### src/rtl/coproc_arbiter_pkg.sv
// Shared definitions for the coprocessor arbiter: FSM states, requester
// identities and default tuning constants.
package coproc_arbiter_pkg;

  typedef enum logic [1:0] {
    ST_IDLE       = 2'd0,
    ST_ISSUE      = 2'd1,
    ST_WAIT_START = 2'd2,
    ST_WAIT_DONE  = 2'd3
  } arb_state_e;

  typedef enum logic {
    OWN_HPS = 1'b0,
    OWN_IPU = 1'b1
  } owner_e;

  localparam int unsigned DEFAULT_IPU_BURST = 4;
  localparam int unsigned DEFAULT_TIMEOUT   = 1024;

  function automatic logic [31:0] pick_instruction(input owner_e      who,
                                                   input logic [31:0] hps_instr,
                                                   input logic [31:0] ipu_instr);
    return (who == OWN_IPU) ? ipu_instr : hps_instr;
  endfunction

endpackage

### src/rtl/coproc_arbiter_rr_burst_picker.sv
// Winner selection between HPS and IPU: IPU is preferred, but after IPU_BURST
// consecutive IPU grants with HPS waiting, HPS gets the next slot.
module rr_burst_picker
  import coproc_arbiter_pkg::*;
#(
  parameter int unsigned IPU_BURST = DEFAULT_IPU_BURST
) (
  input  logic   clk,
  input  logic   reset,
  input  logic   hps_valid_i,
  input  logic   ipu_valid_i,
  input  logic   grant_i,
  output owner_e winner_o
);

  localparam int unsigned CW = (IPU_BURST > 0) ? $clog2(IPU_BURST + 1) : 1;
  localparam logic [CW-1:0] BURST_MAX = CW'(IPU_BURST);

  logic [CW-1:0] burst_cnt_q, burst_cnt_d;
  logic          burst_full;

  assign burst_full = (burst_cnt_q == BURST_MAX);

  always_comb begin
    winner_o = OWN_HPS;
    if (ipu_valid_i && !(hps_valid_i && burst_full)) begin
      winner_o = OWN_IPU;
    end
  end

  // The count only measures how long HPS has been starved, so any grant made
  // while HPS is not waiting restarts it.
  always_comb begin
    burst_cnt_d = burst_cnt_q;
    if (grant_i) begin
      if (winner_o == OWN_HPS || !hps_valid_i) begin
        burst_cnt_d = '0;
      end else if (!burst_full) begin
        burst_cnt_d = burst_cnt_q + 1'b1;
      end
    end
  end

  always_ff @(posedge clk) begin
    if (reset) begin
      burst_cnt_q <= '0;
    end else begin
      burst_cnt_q <= burst_cnt_d;
    end
  end

endmodule

### src/rtl/coproc_arbiter.sv
// Arbitrates HPS and IPU instruction requests onto a single coprocessor,
// tracking each operation through its busy handshake with a wait timeout.
module coproc_arbiter
  import coproc_arbiter_pkg::*;
#(
  parameter int unsigned IPU_BURST = DEFAULT_IPU_BURST,
  parameter int unsigned TIMEOUT   = DEFAULT_TIMEOUT
) (
  input  logic        clk,
  input  logic        reset,
  input  logic [31:0] hps_instruction,
  input  logic        hps_valid,
  output logic        hps_ready,
  output logic        hps_done,
  input  logic [31:0] ipu_instruction,
  input  logic        ipu_valid,
  output logic        ipu_ready,
  output logic        ipu_done,
  output logic [31:0] cop_instruction,
  output logic        cop_activate,
  output logic        cop_ipu_request,
  input  logic        cop_wait,
  output logic        owner,
  output logic        timeout_err
);

  localparam int unsigned WW = $clog2(TIMEOUT + 1);
  localparam logic [WW-1:0] WAIT_LAST = WW'(TIMEOUT - 1);

  arb_state_e    state_q, state_d;
  logic [WW-1:0] wait_cnt_q, wait_cnt_d;
  owner_e        winner;
  logic          grant;
  logic          done_hit;
  logic          timeout_hit;

  owner_e        owner_q, owner_d;
  logic [31:0]   cop_instr_q, cop_instr_d;
  logic          cop_activate_q, cop_activate_d;
  logic          cop_ipu_req_q, cop_ipu_req_d;
  logic          hps_ready_q, hps_ready_d;
  logic          ipu_ready_q, ipu_ready_d;
  logic          hps_done_q, hps_done_d;
  logic          ipu_done_q, ipu_done_d;
  logic          timeout_err_q, timeout_err_d;

  rr_burst_picker #(
    .IPU_BURST (IPU_BURST)
  ) u_picker (
    .clk         (clk),
    .reset       (reset),
    .hps_valid_i (hps_valid),
    .ipu_valid_i (ipu_valid),
    .grant_i     (grant),
    .winner_o    (winner)
  );

  // The coprocessor is never reset, so the state register returns to IDLE and
  // the cop_wait gate there keeps a still-busy coprocessor from being reissued.
  always_ff @(posedge clk) begin
    if (reset) begin
      state_q        <= ST_IDLE;
      wait_cnt_q     <= '0;
      owner_q        <= OWN_HPS;
      cop_instr_q    <= '0;
      cop_activate_q <= 1'b0;
      cop_ipu_req_q  <= 1'b0;
      hps_ready_q    <= 1'b0;
      ipu_ready_q    <= 1'b0;
      hps_done_q     <= 1'b0;
      ipu_done_q     <= 1'b0;
      timeout_err_q  <= 1'b0;
    end else begin
      state_q        <= state_d;
      wait_cnt_q     <= wait_cnt_d;
      owner_q        <= owner_d;
      cop_instr_q    <= cop_instr_d;
      cop_activate_q <= cop_activate_d;
      cop_ipu_req_q  <= cop_ipu_req_d;
      hps_ready_q    <= hps_ready_d;
      ipu_ready_q    <= ipu_ready_d;
      hps_done_q     <= hps_done_d;
      ipu_done_q     <= ipu_done_d;
      timeout_err_q  <= timeout_err_d;
    end
  end

  always_comb begin
    state_d     = state_q;
    wait_cnt_d  = wait_cnt_q;
    grant       = 1'b0;
    done_hit    = 1'b0;
    timeout_hit = 1'b0;
    case (state_q)
      ST_IDLE: begin
        if (!cop_wait && (hps_valid || ipu_valid)) begin
          grant   = 1'b1;
          state_d = ST_ISSUE;
        end
      end
      ST_ISSUE: begin
        state_d    = ST_WAIT_START;
        wait_cnt_d = '0;
      end
      ST_WAIT_START: begin
        if (cop_wait) begin
          state_d    = ST_WAIT_DONE;
          wait_cnt_d = '0;
        end else if (wait_cnt_q == WAIT_LAST) begin
          state_d     = ST_IDLE;
          timeout_hit = 1'b1;
        end else begin
          wait_cnt_d = wait_cnt_q + 1'b1;
        end
      end
      ST_WAIT_DONE: begin
        if (!cop_wait) begin
          state_d  = ST_IDLE;
          done_hit = 1'b1;
        end else if (wait_cnt_q == WAIT_LAST) begin
          state_d     = ST_IDLE;
          timeout_hit = 1'b1;
        end else begin
          wait_cnt_d = wait_cnt_q + 1'b1;
        end
      end
      default: begin
        state_d = ST_IDLE;
      end
    endcase
  end

  // Every output is the registered image of a value computed here from the
  // upcoming state, so pulses line up with the state they describe.
  always_comb begin
    owner_d     = owner_q;
    cop_instr_d = cop_instr_q;
    if (grant) begin
      owner_d     = winner;
      cop_instr_d = pick_instruction(winner, hps_instruction, ipu_instruction);
    end
    cop_activate_d = grant;
    hps_ready_d    = grant && (winner == OWN_HPS);
    ipu_ready_d    = grant && (winner == OWN_IPU);
    hps_done_d     = done_hit && (owner_q == OWN_HPS);
    ipu_done_d     = done_hit && (owner_q == OWN_IPU);
    cop_ipu_req_d  = (state_d != ST_IDLE) && (owner_d == OWN_IPU);
    timeout_err_d  = timeout_err_q || timeout_hit;
  end

  assign cop_instruction = cop_instr_q;
  assign cop_activate    = cop_activate_q;
  assign cop_ipu_request = cop_ipu_req_q;
  assign hps_ready       = hps_ready_q;
  assign ipu_ready       = ipu_ready_q;
  assign hps_done        = hps_done_q;
  assign ipu_done        = ipu_done_q;
  assign owner           = owner_q;
  assign timeout_err     = timeout_err_q;

endmodule

### config.mk
export PLATFORM = sky130hd
export DESIGN_NAME = coproc_arbiter
export DESIGN_NICKNAME = d
export VERILOG_FILES = /design/src/rtl/coproc_arbiter_pkg.sv /design/src/rtl/coproc_arbiter_rr_burst_picker.sv /design/src/rtl/coproc_arbiter.sv
export SDC_FILE = /design/constraint.sdc
export NUM_CORES = 1
export LEC_CHECK = 0
export ABC_CLOCK_PERIOD_IN_PS = 1810
export CAP_MARGIN = 25
export CORE_ASPECT_RATIO = 0.6
export CORE_MARGIN = 2
export CORE_UTILIZATION = 42
export CTS_BUF_LIST = sky130_fd_sc_hd__clkbuf_8 sky130_fd_sc_hd__clkbuf_16
export DETAILED_ROUTE_END_ITERATION = 10
export PLACE_DENSITY = 0.8
export SYNTH_ARGS = -nofsm -noshare
export SYNTH_HDL_FRONTEND = slang
export SYNTH_SLANG_ARGS = --single-unit
### constraint.sdc
create_clock -name clk -period 1.81 [get_ports clk]
set_input_delay 0.2715 -clock clk [delete_from_list [all_inputs] [get_ports clk]]
set_output_delay 0.2715 -clock clk [all_outputs]
set_load 0.02 [all_outputs]
==> impl_metrics.toml <==
[timing]
rsz0062_at_grt = "no"
setup_viol = 0
fmax_mhz = 587
finClkSkew_ns = 0.0150
drv_slew = 0
finalHoldViolCount = 0
max_slew_margin_pct = 53.7
fin_crit_sh_pct = 94.1
setup_slack_ns = 0.106
worst_slew_pin_slew_ns = 0.692
min_period_ns = 1.70

[die]
dieWidth_um = 103
die_h_um = 63.5
row_count = 21
core_um2 = 5650
dieArea_um2 = 6560
initial_core_util_pct = 43.9
pin_count = 109

[hold_path]
hp-start = "wait_cnt_q[10]$_SDFFE_PP0P_"
whs_endpoint = "wait_cnt_q[10]$_SDFFE_PP0P_"
hold_class = "flop to flop"
min_delay_path_depth = 1

[synthesis]
synth_compound_area_share_pct = 25.8
synth_seq_area_share_pct = 45.2
synth-adder-area-share_pct = 1.51
netlist.area_leader.share_pct = 45.2
synthXorXnorAreaFrac_pct = 0
synth_common_cells = "56 x dfxtp_1, 35 x and2_1, 32 x a221o_1"
yosys.area_share.simple_pct = 21.4
async_flop_share_pct = 0
synth_seq_cells = 56
yosys_warnings = 0
yosysUniqueCellTypes = 46
syn_nets = 315
synth_area_per_cell_um2 = 10.2
synth_edf_count = 0
yosys.area.top_type = "dfxtp_1"
postSynthCellCount = 243
synthMuxAreaShare_pct = 0
synth_most_common_cell = "dfxtp_1"
synth_top_family_by_area = "compound AO/OA/AOI/OAI gates"
netlist_area_um2 = 2480
synthFlopType = "dfxtp_1"
synthTopCellsByArea = "dfxtp_1 45%, a221o_1 13%, and2_1 8.8%"

[flow_run]
maxCapViolations = 0

[final_layout]
area_delta_synth_final_pct = 57.1
finish.cell_count_without_fillers = 454
final_util_pct = 68.9
drive_gt1_share_pct = 13.4
antenna_cells = 0
nets = 445
stdcell_area_um2 = 3890

[clock_tree]
postCtsResizedCells = 0
cts-root-buf = "clkbuf_8"
cts_num_sinks = 56
cts.htree.levels = 2
worstSkewPairLatency_ns = 0.31
post_cts_buffers = 0
hold_buffers = 0
clk_pin_slew_ns = 0.10
cts_tree = "built"
clk_path_buf_depth = 2
numCtsBuffers = 5

[detailed_routing]
first_pass_iters = 5
routed_wl_mm = 6.98
remaining_drc_errors = 0
dr.first_iter.drc_count = 120
wire_per_inst_um = 15.4
detail-route-antenna-nets = 0
vias_per_cell = 5.30
dr_total_vias = 2405

[global_routing]
antenna_found_initial = 0
grt_pass1_wl_mm = 11.2
grt_pass1_vias = 2371
grt_usage_pct = 21.8
gr-total-overflow = 0
grt_max_degree = 34

[worst_setup_path]
reg2regPathDepth = 8
worst-r2r-setup-slack_ns = 0.12
endpoint_kind = "flop"
regToRegStartpoint = "u_picker.burst_cnt_q[0]$_SDFFE_PP0P_"
cp_data_arrival_time_ns = 1.96
cp-start-kind = "primary input"
rr_endpoint = "cop_instruction[9]$_SDFFE_PP0P_"
cp.required_ns = 2.07
crit_type = "primary input to flop"
path_max_fanout = 16

[power_and_ir_drop]
p_leak_nw = 1.46
powerDensity_nw_per_um2 = 754
peakVddDrop_mv = 0.450

[placed_design]
dp.cells = 445
dpl.hpwl_mm = 5.30
routabilityCongestion = 0.809
place_area_um2 = 3780
portBuffers = 108
post-place-ws_ns = -0.318

[status]
status = "finished, final reports clean"
-- cell usage in the layout (no fill, tap or decap), types with 5 or more instances in the layout --
| cell type | instances |
|---|---|
| clkdlybuf4s50_1 | 107 |
| dfxtp_1 | 56 |
| and2_1 | 35 |
| a221o_1 | 32 |
| buf_4 | 28 |
| nor2_1 | 8 |
| o21ai_0 | 8 |
| nand3_1 | 7 |
| a21oi_1 | 6 |
| inv_1 | 5 |
| nand2_1 | 5 |
| a21boi_1 | 5 |
| clkbuf_8 | 5 |
-- report_power, final --
group | switching, W | leakage [nW] | internal, W | total (W)
clock | 0.000409 | 0.0479 | 0.000271 | 0.000681
sequential | 0.0000690 | 0.457 | 0.00133 | 0.00140
combinational | 0.000372 | 0.953 | 0.000485 | 0.000857
-- through the flow --
stage	setup TNS [ns]	power, W	hold slack [ns]
2_1_floorplan	0	0.00181	0.409
3_3_place_gp	-8.62	0.00225	0.431
3_5_place_dp	-10.19	0.00227	0.457
4_1_cts	0	0.00294	0.470
5_1_grt	0	0.00309	0.490
6_report	0	0.00294	0.463
-- cell families after synthesis --
group,after synthesis
buffers and inverters,21
DFF,56
and+or+nand+nor,88
adders and majority gates,3
AOI/OAI and AO/OA,75
-- critical path, cell delays in order --
cell and delay (ns):
clkdlybuf4s50_1 0.46, buf_4 0.17, o21ai_2 0.17, nor2b_2 0.62
a221o_1 0.25
-- flip-flops by register name, indices dropped and copies added (netlist names) --
name,count
wait_cnt_q,11
ipu_done,1
hps_done,1
hps_ready,1
owner,1
ipu_ready,1
cop_ipu_request,1
timeout_err,1
cop_activate,1
u_picker.burst_cnt_q,3
state_q,2
cop_instruction,32
-- how the worst max path moves through the flow --
| stage | from | to | slack [ns] | cells after the start |
|---|---|---|---|---|
| floorplan | state_q[0]$_SDFF_PP0_ | cop_instruction[0]$_SDFFE_PP0P_ | 0.20 | 7 |
| global placement | cop_wait | wait_cnt_q[10]$_SDFFE_PP0P_ | -0.28 | 6 |
| detailed placement | cop_wait | wait_cnt_q[10]$_SDFFE_PP0P_ | -0.32 | 6 |
| CTS | cop_wait | wait_cnt_q[10]$_SDFFE_PP0P_ | 0.003 | 6 |
| global route | wait_cnt_q[2]$_SDFFE_PP0P_ | state_q[1]$_SDFF_PP0_ | 0.03 | 4 |
| finish | hps_valid | cop_instruction[8]$_SDFFE_PP0P_ | 0.11 | 5 |
-- area by class of cell --
class,count,area (µm²)
fill,439,1750
timing repair buffer,138,1330
multi-input combinational,167,1230
sequential,56,1120
tap,80,100
clock buffer,5,68.8
clock inverter,3,18.8
inverter,5,18.8
-- routing by layer --
| layer | wire length (µm) | global-route usage, % |
|---|---|---|
| met5 | 0 | 0 |
| met2 | 3120 | 33.5 |
| met1 | 3230 | 29.3 |
| met3 | 510 | 6.88 |
| met4 | 114 | 6.41 |
Note: power is estimated with default switching activity, not from simulation.
